<file path="config.mk">
export PLATFORM = sky130hd
export DESIGN_NAME = nms_frame_ctrl
export DESIGN_NICKNAME = d
export VERILOG_FILES = /design/src/rtl/nms_frame_ctrl.sv
export SDC_FILE = /design/constraint.sdc
export NUM_CORES = 1
export LEC_CHECK = 0
export ABC_AREA = 1
export ABC_CLOCK_PERIOD_IN_PS = 3700
export BUFFER_PORTS_ARGS = -buffer_cell sky130_fd_sc_hd__buf_2
export CAP_MARGIN = 10
export CORE_MARGIN = 2
export CORE_UTILIZATION = 25
export DETAILED_ROUTE_END_ITERATION = 16
export SYNTH_ARGS = -nofsm -noshare
export SYNTH_HDL_FRONTEND = slang
export SYNTH_SLANG_ARGS = --single-unit
</file>
<file path="constraint.sdc">
create_clock -name clk -period 3.7 [get_ports clk]
set_clock_uncertainty 0.05 [all_clocks]
set_input_delay 0.185 -clock clk [delete_from_list [all_inputs] [get_ports clk]]
set_output_delay 0.185 -clock clk [all_outputs]
set_load 0.05 [all_outputs]
</file>
<file path="src/rtl/nms_frame_ctrl.sv">
// Frame sequencer for the FAST/NMS corner pipeline: pixel handshake, global
// clock enable, beat coordinates and end-of-frame flush of the delay lines.
module nms_frame_ctrl #(
  parameter int unsigned COL_NUM    = 640,
  parameter int unsigned ROW_NUM    = 480,
  parameter int unsigned FAST_DELAY = 12,
  parameter int unsigned NMS_SIZE   = 3,
  parameter int unsigned FLUSH_LEN  = COL_NUM + FAST_DELAY + NMS_SIZE
) (
  input  logic        clk,
  input  logic        rst_n,
  input  logic        start,
  input  logic        abort,
  input  logic        pix_valid,
  output logic        pix_ready,
  input  logic        out_ready,
  output logic        ce,
  output logic [9:0]  x_coord,
  output logic [9:0]  y_coord,
  output logic        xy_coord_vld,
  output logic        score_eol,
  output logic        busy,
  output logic        frame_done,
  output logic        start_err,
  output logic [15:0] frame_cnt
);

  localparam int unsigned CW   = 10;
  localparam int unsigned FW   = 11;
  localparam int unsigned CNTW = 16;

  localparam logic [1:0] S_IDLE   = 2'd0;
  localparam logic [1:0] S_ACTIVE = 2'd1;
  localparam logic [1:0] S_FLUSH  = 2'd2;
  localparam logic [1:0] S_DONE   = 2'd3;

  logic [1:0]      state_q, state_d;
  logic [CW-1:0]   x_q, x_d;
  logic [CW-1:0]   y_q, y_d;
  logic [FW-1:0]   fl_q, fl_d;
  logic [CNTW-1:0] frame_cnt_q, frame_cnt_d;
  logic            start_err_q, start_err_d;

  logic x_last_c, y_last_c, fl_last_c;

  // Same-cycle handshake and enables: no registered bubble on stalls.
  always_comb begin
    x_last_c     = (x_q == CW'(COL_NUM - 1));
    y_last_c     = (y_q == CW'(ROW_NUM - 1));
    fl_last_c    = (fl_q == FW'(FLUSH_LEN - 1));
    pix_ready    = (state_q == S_ACTIVE) & out_ready & ~abort;
    ce           = (pix_ready & pix_valid) | ((state_q == S_FLUSH) & out_ready & ~abort);
    xy_coord_vld = ce & (state_q == S_ACTIVE);
    score_eol    = ce & x_last_c;
  end

  always_comb begin
    state_d     = state_q;
    x_d         = x_q;
    y_d         = y_q;
    fl_d        = fl_q;
    frame_cnt_d = frame_cnt_q;
    start_err_d = start_err_q;

    case (state_q)
      S_IDLE: begin
        if (start) begin
          state_d     = S_ACTIVE;
          start_err_d = 1'b0;
        end
      end
      S_ACTIVE: begin
        if (ce) begin
          if (x_last_c) begin
            x_d = '0;
            if (y_last_c) begin
              y_d     = '0;
              fl_d    = '0;
              state_d = S_FLUSH;
            end else begin
              y_d = y_q + CW'(1);
            end
          end else begin
            x_d = x_q + CW'(1);
          end
        end
      end
      S_FLUSH: begin
        // y holds 0 here; x keeps wrapping so line ends still get marked
        if (ce) begin
          x_d  = x_last_c ? '0 : x_q + CW'(1);
          fl_d = fl_q + FW'(1);
          if (fl_last_c) begin
            state_d     = S_DONE;
            x_d         = '0;
            fl_d        = '0;
            frame_cnt_d = frame_cnt_q + CNTW'(1);
          end
        end
      end
      S_DONE: begin
        state_d = S_IDLE;
      end
      default: begin
        state_d = S_IDLE;
      end
    endcase

    if (start && (state_q != S_IDLE)) begin
      start_err_d = 1'b1;
    end

    // Abort wins over everything, including a start in IDLE
    if (abort) begin
      state_d     = S_IDLE;
      x_d         = '0;
      y_d         = '0;
      fl_d        = '0;
      frame_cnt_d = frame_cnt_q;
      if (state_q == S_IDLE) begin
        start_err_d = start_err_q;
      end
    end
  end

  always_ff @(posedge clk or negedge rst_n) begin
    if (!rst_n) begin
      state_q     <= S_IDLE;
      x_q         <= '0;
      y_q         <= '0;
      fl_q        <= '0;
      frame_cnt_q <= '0;
      start_err_q <= 1'b0;
    end else begin
      state_q     <= state_d;
      x_q         <= x_d;
      y_q         <= y_d;
      fl_q        <= fl_d;
      frame_cnt_q <= frame_cnt_d;
      start_err_q <= start_err_d;
    end
  end

  always_comb begin
    x_coord    = x_q;
    y_coord    = y_q;
    busy       = (state_q != S_IDLE);
    frame_done = (state_q == S_DONE);
    start_err  = start_err_q;
    frame_cnt  = frame_cnt_q;
  end

endmodule

</file>
==> results of run 1 <==
## through the flow
| stage | power, W | hold WS [ns] | setup slack [ns] | std cells | instance area, um^2 |
|---|---|---|---|---|---|
| after global placement | 0.000995 | 0.299 | 1.52 | 680 | 3720 |
| after global routing | 0.00154 | 0.0706 | 1.20 | 688 | 3870 |
| after floorplan | 0.000927 | -0.161 | 1.64 | 462 | 3320 |
| final | 0.00144 | 0.0850 | 1.47 | 688 | 3870 |
| after CTS | 0.00147 | 0.0782 | 1.46 | 688 | 3870 |
| after detailed placement | 0.000999 | 0.308 | 1.45 | 680 | 3720 |
## registers in the layout (all words and copies together), names as in the netlist, named ones only
| register | count |
|---|---|
| fl_q | 11 |
| frame_cnt | 16 |
| state_q | 2 |
| x_coord | 10 |
| y_coord | 10 |
## where the power goes
group	leakage [nW]	total [W]	switching [W]	internal, W
registers	0.658	0.000603	0.0000291	0.000574
clock network	0.0701	0.000452	0.000204	0.000248
logic	1.24	0.000383	0.000294	0.0000889
## area by class of cell
class	count	area, um^2
Clock buffer	5	125
Clock inverter	2	13.8
Fill cell	1439	9260
Inverter	65	244
Multi-Input combinational cell	340	1760
Sequential cell	50	1250
Tap cell	176	220
Timing Repair Buffer	50	258
## path summary, 6_finish.rpt
check	start	to	slack, ns	cells after the start
max in group asynchronous	rst_n	state_q[0]$_DFFE_PN0P_	2.65	3
worst min register to register	frame_cnt[15]$_DFFE_PN0P_	frame_cnt[15]$_DFFE_PN0P_	0.47	2
worst min-delay path	start	flip-flop	0.08	2
worst max-delay path	state_q[0]$_DFFE_PN0P_	frame_cnt[10]$_DFFE_PN0P_	1.47	11
worst max register to register	state_q[0]$_DFFE_PN0P_	frame_cnt[10]$_DFFE_PN0P_	1.47	11
min in group asynchronous	rst_n	y_coord[9]$_DFFE_PN0P_	0.49	3
## cells by family (layout without fill, tap and decap cells)
| group | after synthesis | count (layout) | synth area share [%] |
|---|---|---|---|
| buffers and inverters | 72 | 122 | 9.37 |
| adder cells (fa/ha/maj) | 9 | 9 | 3.39 |
| XOR/XNOR | 16 | 16 | 4.22 |
| flip-flops | 50 | 50 | 37.6 |
| AO/OA/AOI/OAI | 44 | 44 | 8.66 |
| AND/OR/NAND/NOR | 271 | 271 | 36.7 |
## critical path: cells and delay by family (launching register included)
family	cells	cell delay, ns
buffers and inverters	4	0.43
DFF	1	0.42
adders and majority gates	1	0.25
and+or+nand+nor	6	0.96
## cell usage in the layout (no fill, tap or decap), types with 9 or more instances in the layout
master,netlist,routed
o21ai_0,12,12
dfrtp_1,50,50
nor2_1,49,49
inv_1,62,62
nor3_1,15,15
xor2_1,14,14
nand3_1,32,32
o21ai_2,15,15
nand2_1,134,134
a21oi_1,9,9
buf_2,0,48
nand4_1,20,20
ha_1,9,9
## routing by layer
metal / wire [um] / vias to the layer above / global-route usage (%) / share of wire, %
met4: 71 / 0 / 2.43 / 0.88
met1: 4020 / 1389 / 16.2 / 50
met3: 323 / 6 / 2.87 / 4.0
met5: 0 / - / 0 / 0
met2: 3680 / 46 / 19.0 / 45
li1: - / 1574 / - / -
## timing repair
action / in CTS / in global routing
hold endpoints to repair: 15 / 0
gates resized for setup: 0 / 0
setup buffers: 0 / 0
hold buffers: 1 / 0
==> impl_results.md, run 1 <==
- Largest stage delay on the critical path: 0.49 ns
- VDD IR max: 0.162 mV
- Row cnt: 42
- Die height: 119 um
- Synth warn: 0
- WL per Instance: 11.8 um
- Fmax: about 0.45 GHz
- Final Util: 29.5%
- DRC viols: 0
- All-Layer GR Usage: 11.8%
- First-pass GRT wire length: 13700 um
- Final nets: between 500 and 600
- Maximum clock path buffer count: 2
- HPWL Detailed: 6120 um
- Top post-synthesis cells by count: nand2_1, inv_1, dfrtp_1
- CTS tree: yes
- Final setup vio count: 0
- Final WL: ~8100 um
- Pwr Density: 371 nW/um^2
- Pin count of the biggest net entering global routing: 51
- Unrepaired setup endpoints after global routing: no
- Slew at the pin closest to its max-slew limit: just under 0.7 ns
- CTS buffer count: 5
- Largest cells by area after synthesis: dfrtp_1, nand2_1, inv_1, nor2_1, nand3_1
- Fraction of registers with async set/reset: 100%
- Yosys reg bits: 50
- Core Box Area: ~13000 um^2
- Startpoint types: flip-flop
- CTS clock-pin slew for the worst setup and hold paths: 0.07 ns
- Via count: 3015
- Relative slew slack: between 50% and 60%
- Leakage: 1.97 nW
- Synth area leader: dfrtp_1
- Status: finished, final reports clean
- Register area share after synthesis: 37.6%
- Initial Util: approximately 25%
- Critical-path cell list: inv_1, ha_1, inv_2, nor2_2, nand2_2, nand2_4, inv_2, nor3_4, inv_1, nand2_1, nand2_1
- Htree depth: 2
- Fin crit share: between 60 and 70%
- Root buffer cell: clkbuf_16
- Net Count, Synth: 477
- Crit Path Class: flip-flop to flip-flop
- Setup_tns: 0 ns
- Most common cell in the synthesized netlist: nand2_1
- Library cells used by synthesis: 30
- Post-synthesis cell area: ~3300 um^2
- CP Max Fanout: 15
- Share of post-route cells with drive strength above 1: 18.2%
- Diode count: 0
- Clock Latency Late Sink: 0.29 ns
- Port Buffers: 48
- Final GP Congestion: 0.844
- Layout area overhead: 16.5%
- Horiz. Die Dim: around 120 um
- Total clock sinks: 50
- Final Hold Vio Count: 0
- Grt ovf: 0
- Post-synth EDFFs: 0
- Worst Hold Class: primary input to flip-flop
- Slowest cell on crit path: nor3_4
- Worst Setup End Kind: flip-flop
- Pins Over Slew Limit: 0
- First DRT Iteration DRCs: 250
- Die ar.: 14200 um^2
- Synth Instances: 462
- Data arrival, critical path: 2.36 ns
- # IOs: 49
- Crit path required time: 3.83 ns
- Pre-antenna DRT Iters: 4
- Vias in the first global route: 2777
- Post-DRT Antenna Nets: 0
- Top-area cell type share of the netlist area: 37.6%
- Vias per cell: between 4 and 5
- Tmin final: roughly 2.2 ns
- Syn_area_per_cell: 7.20 um^2
- Initial antenna violation count: 0
- Number of max-cap violations: 0
- Synth Flop Type: dfrtp_1
Note: power is estimated with default switching activity, not from simulation.
==> run 2: changes to the inputs <==
Settings changed: ABC_CLOCK_PERIOD_IN_PS 3700 to 2100.
Clock period 3.7 ns to 2.1 ns, I/O delays scaled along.
==> impl_results.md, run 2 (same netlist as run 1, synthesis figures left out) <==
- Final Hold Vio Count: 0
- HPWL Detailed: 6240 um
- Leakage: between 2 and 2.5 nW
- Flip-flop count of the largest register after layout: 16
- Post-DRT Antenna Nets: 0
- Worst R2R End: y_coord[0]$_DFFE_PN0P_
- Unrepaired setup endpoints after global routing: no
- Horiz. Die Dim: 119 um
- Port Buffers: 48
- Worst reg2reg path startpoint: x_coord[0]$_DFFE_PN0P_
- Core Box Area: 13100 um^2
- Final WL: 8150 um
- Worst Setup End Kind: output pin
- Clock Latency Late Sink: 0.30 ns
- FF-to-FF setup slack: about 0.25 ns
- Post-CTS setup buffer count: 0
- Worst Hold Class: primary input to flip-flop
- Initial Util: 25.3%
- CTS tree: yes
- # IOs: 49
- First DRT Iteration DRCs: 211
- Leading cell type in the layout, fill and taps excluded: nand2_1
- Htree depth: 2
- Fillcell total: 1465
- First-pass GRT wire length: 14000 um
- Worst reg2reg path depth: 10
- Worst hold stages: 4
- Slew at the pin closest to its max-slew limit: approximately 0.66 ns
- CP Max Fanout: 4
- Die height: about 120 um
- Grt ovf: 0
- Initial antenna violation count: 0
- DRC viols: 0
- Hold Slack: 0.192 ns
- Vias per cell: between 4 and 5
- Commonest non-fill, non-tap cells in the layout: nand2_1, inv_1, dfrtp_1
- VDD IR max: 0.281 mV
- Final setup vio count: 0
- Placed Area: 3810 um^2
- Hold worst-path end: state_q[1]$_DFFE_PN0P_
- CTS buffer count: 5
- Pre-antenna DRT Iters: 5
- All-Layer GR Usage: between 10 and 15%
- Root buffer cell: clkbuf_16
- Final instance area: 4010 um^2
- Final nets: 539
- Pins Over Slew Limit: 0
- WL per Instance: 11.6 um
- Layout area overhead: 20.5%
- Multi-input logic area: 1770 um^2
- Min-delay src: abort
- Fin crit share: 92.7%
- Crit Path Class: flip-flop to output pin
- Final Util: a little under a third
- Fmax: ~0.51 GHz
- Total clock sinks: 50
- Crit path required time: 1.95 ns
- Die ar.: approximately 14000 um^2
- Startpoint types: flip-flop
- Pin count of the biggest net entering global routing: 51
- Relative slew slack: approximately 56%
- CTS clock-pin slew for the worst setup and hold paths: roughly 0.070 ns
- Number of max-cap violations: 0
- Register area: 1250 um^2
- Diode count: 0
- Pwr Density: 680 nW/um^2
- Share of post-route cells with drive strength above 1: 20.0%
- Via count: 3086
- Critical path origin: state_q[0]$_DFFE_PN0P_
- Final GP Congestion: 0.852
- Status: finished, final reports clean
- Tmin final: 1.95 ns
- Maximum clock path buffer count: 2
- Row cnt: 42
- Setup_tns: 0 ns
- Data arrival, critical path: 1.79 ns
- Vias in the first global route: 2824
run 2: changes by cell type in the layout (fill, tap and decap cells not counted):
cell,previous run,this run
buf_4,1,13
buf_2,48,47
bufinv_16,0,1
clkinv_2,1,0
clkinv_4,0,1
dlygate4sd3_1,1,2
nand2_2,7,6
nand2_4,1,2
run 2: worst max-delay path, cell delays in order, from the launching register on:
cell and delay, ns:
dfrtp_1 0.42, inv_1 0.10, ha_1 0.18, inv_2 0.05, nor2_2 0.12, nand2_2 0.10
nand2_4 0.11, nand3_2 0.11, inv_1 0.11, buf_4 0.20
run 2: cell type report:
cell class / instances / area share [%]
Timing Repair Buffer: 62 / 8.80
Clock buffer: 5 / 3.12
Multi-Input combinational cell: 340 / 44.1
Sequential cell: 50 / 31.2
Clock inverter: 3 / 1.19
Tap cell: 176 / 5.49
Inverter: 65 / 6.09
run 2: repair_timing:
action	in CTS	in global routing
setup endpoints to repair	0	12
gates resized for setup	0	3
endpoints found under the hold margin	51	0
hold buffers	2	0
run 2: per-stage QoR:
step / setup slack (ns) / cells / total power, W
5_1_grt: 0.00917 / 701 / 0.00288
4_1_cts: 0.0757 / 701 / 0.00276
2_1_floorplan: 0.0380 / 462 / 0.00163
3_3_place_gp: 0.184 / 691 / 0.00178
3_5_place_dp: 0.133 / 691 / 0.00178
6_report: 0.153 / 701 / 0.00273
run 2: power by group:
part | total (W) | switching, W | internal (W)
sequential | 0.00106 | 0.0000443 | 0.00101
combinational | 0.000708 | 0.000524 | 0.000183
clock | 0.000962 | 0.000393 | 0.000569
total | 0.00273 | 0.000962 | 0.00176
run 2: worst max-delay path by stage:
stage | slack, ns | cells after the start | endpoint
global placement | 0.18 | 11 | fl_q[7]$_DFFE_PN0P_
detailed placement | 0.13 | 11 | fl_q[7]$_DFFE_PN0P_
CTS | 0.08 | 9 | score_eol
finish | 0.15 | 9 | score_eol
floorplan | 0.04 | 11 | y_coord[8]$_DFFE_PN0P_
global route | 0.009 | 9 | score_eol
run 2: per-layer routing:
layer  up-vias  wire length (um)  GRT usage [%]
met5         -                 0              0
met4         0                81           2.87
met3         8               377           2.49
met2        71              3710           19.7
met1      1403              3980           16.3
li1       1604                 -              -
==> run 3: changes to the inputs <==
Settings changed: CORE_UTILIZATION 25 to 30, CTS_CLUSTER_SIZE set to 16, RECOVER_POWER set to 25.
==> impl_results.md, run 3 (same netlist as run 1, synthesis figures left out) <==
- Status: finished, final reports clean
- Fillcell total: about 1.1k
- CTS buffer count: 5
- Critical path buffers and inverters: 5
- Fmax: 0.508 GHz
- Via count: approximately 3.1k
- Critical Path Most Common Cell: inv_2
- Register area: 1250 um^2
- Relative slew slack: approximately 16%
- HPWL Detailed: 6110 um
- CTS clock-pin slew for the worst setup and hold paths: 0.09 ns
- Fin crit share: 93.8%
- Die height: 109 um
- Share of post-route cells with drive strength above 1: 20.9%
- CP Max Fanout: 5
- Comb pwr share: 29.9%
- Clock Latency Late Sink: about 0.30 ns
- Pwr Density: 638 nW/um^2
- VDD IR max: 0.315 mV
- Horiz. Die Dim: 109 um
- Leading cell type in the layout, fill and taps excluded: nand2_1
- First-pass GRT wire length: ~14000 um
- Final Power: 0.00251 W
- Post-DRT Antenna Nets: 0
- Pin count of the biggest net entering global routing: roughly 50
- Multi-input logic area: 1790 um^2
- Min-delay src: abort
- Worst R2R End: state_q[1]$_DFFE_PN0P_
- Unrepaired setup endpoints after global routing: no
- Leakage: 2.02 nW
- Crit path required time: 1.95 ns
- Crit Path Class: flip-flop to output pin
- Row cnt: 38
- Sw frac: 37.3%
- Setup_tns: 0 ns
- All-Layer GR Usage: 14.1%
- WL per Instance: 12.0 um
- Port Buffers: 48
- Worst hold stages: 4
- Die ar.: 11900 um^2
- Largest stage delay on the critical path: approximately 0.42 ns
- Tmin final: 1.97 ns
- Final nets: 540
- Clock power frac: 27.9%
- Worst reg2reg path depth: 9
- Commonest non-fill, non-tap cells in the layout: nand2_1, inv_1, dfrtp_1
- FF-to-FF setup slack: 0.17 ns
- Slew at the pin closest to its max-slew limit: 1.26 ns
- Seq pwr share: 42.2%
- Final setup vio count: 0
- Final GP Congestion: about 0.95
- Pre-antenna DRT Iters: 4
- Flip-flop count of the largest register after layout: 16
- DRC viols: 0
- CTS tree: yes
- Startpoint types: flip-flop
- Root buffer cell: clkbuf_8
- Vias per cell: 4.68
- Maximum clock path buffer count: 2
- Final Hold Vio Count: 0
- Final Util: 36.3%
- Initial antenna violation count: 0
- Final WL: 7980 um
- Number of max-cap violations: 0
- Family with the most delay on the worst path: buffers and inverters
- Core Box Area: 10800 um^2
- Critical-path cell list: inv_2, ha_4, inv_2, nor2_2, nand2_2, nand2_4, nand3_2, buf_4, inv_1, buf_6
- Total clock sinks: 50
- Worst Setup End Kind: output pin
- Sw Pwr: 0.000938 W
- Hold worst-path end: state_q[1]$_DFFE_PN0P_
- First DRT Iteration DRCs: 229
- Grt ovf: 0
- Worst reg2reg path startpoint: y_coord[1]$_DFFE_PN0P_
- Htree depth: 2
- Layout area overhead: 18.5%
- Vias in the first global route: 2975
- Worst Hold Class: primary input to flip-flop
- Diode count: 0
- Internal power: around 0.0016 W
- Initial Util: 30.7%
- Pins Over Slew Limit: 0
- # IOs: between 40 and 50
- Data arrival, critical path: 1.81 ns
- Slowest cell on crit path: dfrtp_1
-- run 3: worst max-delay path by stage --
stage                           start                endpoint  slack, ns  cells after the start
2_1_floorplan  x_coord[0]$_DFFE_PN0P_  y_coord[8]$_DFFE_PN0P_       0.04                     11
3_3_place_gp   state_q[0]$_DFFE_PN0P_     fl_q[2]$_DFFE_PN0P_       0.14                     11
3_5_place_dp   state_q[0]$_DFFE_PN0P_     fl_q[0]$_DFFE_PN0P_       0.06                     11
4_1_cts        state_q[1]$_DFFE_PN0P_               score_eol       0.02                      8
5_1_grt        x_coord[0]$_DFFE_PN0P_               score_eol       0.01                      9
6_report       state_q[0]$_DFFE_PN0P_               score_eol       0.13                     10
-- run 3: routing by layer --
layer / global-route usage, % / routed length, um
met1: 18.3 / 3750
met2: 23.2 / 3740
met3: 3.11 / 375
met4: 4.61 / 123
met5: 0 / 0
-- run 3: worst min-delay path: cells and delay by family --
kind          cells  cell delay, ns
simple gates      3            0.20
buf+inv           1            0.18
-- run 3: cell type report --
| class | count | share of cell area, % |
|---|---|---|
| timing repair buffer | 63 | 9.18 |
| clock buffer | 5 | 1.75 |
| clock inverter | 3 | 1.11 |
| sequential | 50 | 31.8 |
| tap | 140 | 4.45 |
| multi-input combinational | 340 | 45.6 |
| inverter | 65 | 6.19 |
-- run 3: power groups by stage --
stage	combinational (W)	clock [W]	sequential, W
final	0.000753	0.000700	0.00106
after global routing	0.000830	0.000773	0.00107
after detailed placement	0.000686	0	0.00108
after CTS	0.000702	0.000729	0.00106
after floorplan	0.000462	0	0.00117
after global placement	0.000678	0	0.00108
-- run 3: through the flow --
step	hold slack, ns	setup slack [ns]	cells	instance area [um^2]
2_1_floorplan	-0.241	0.0380	462	3320
6_report	0.179	0.130	666	3940
4_1_cts	0.165	0.0220	663	3900
5_1_grt	0.185	0.0135	666	3940
3_5_place_dp	0.216	0.0629	653	3750
3_3_place_gp	0.215	0.135	653	3750
-- run 3: repair_timing --
action,in CTS,in global routing
setup endpoints to repair,1,13
endpoints found under the hold margin,51,0
hold buffers,2,0
gates resized for setup,4,5
buffers inserted,0,3
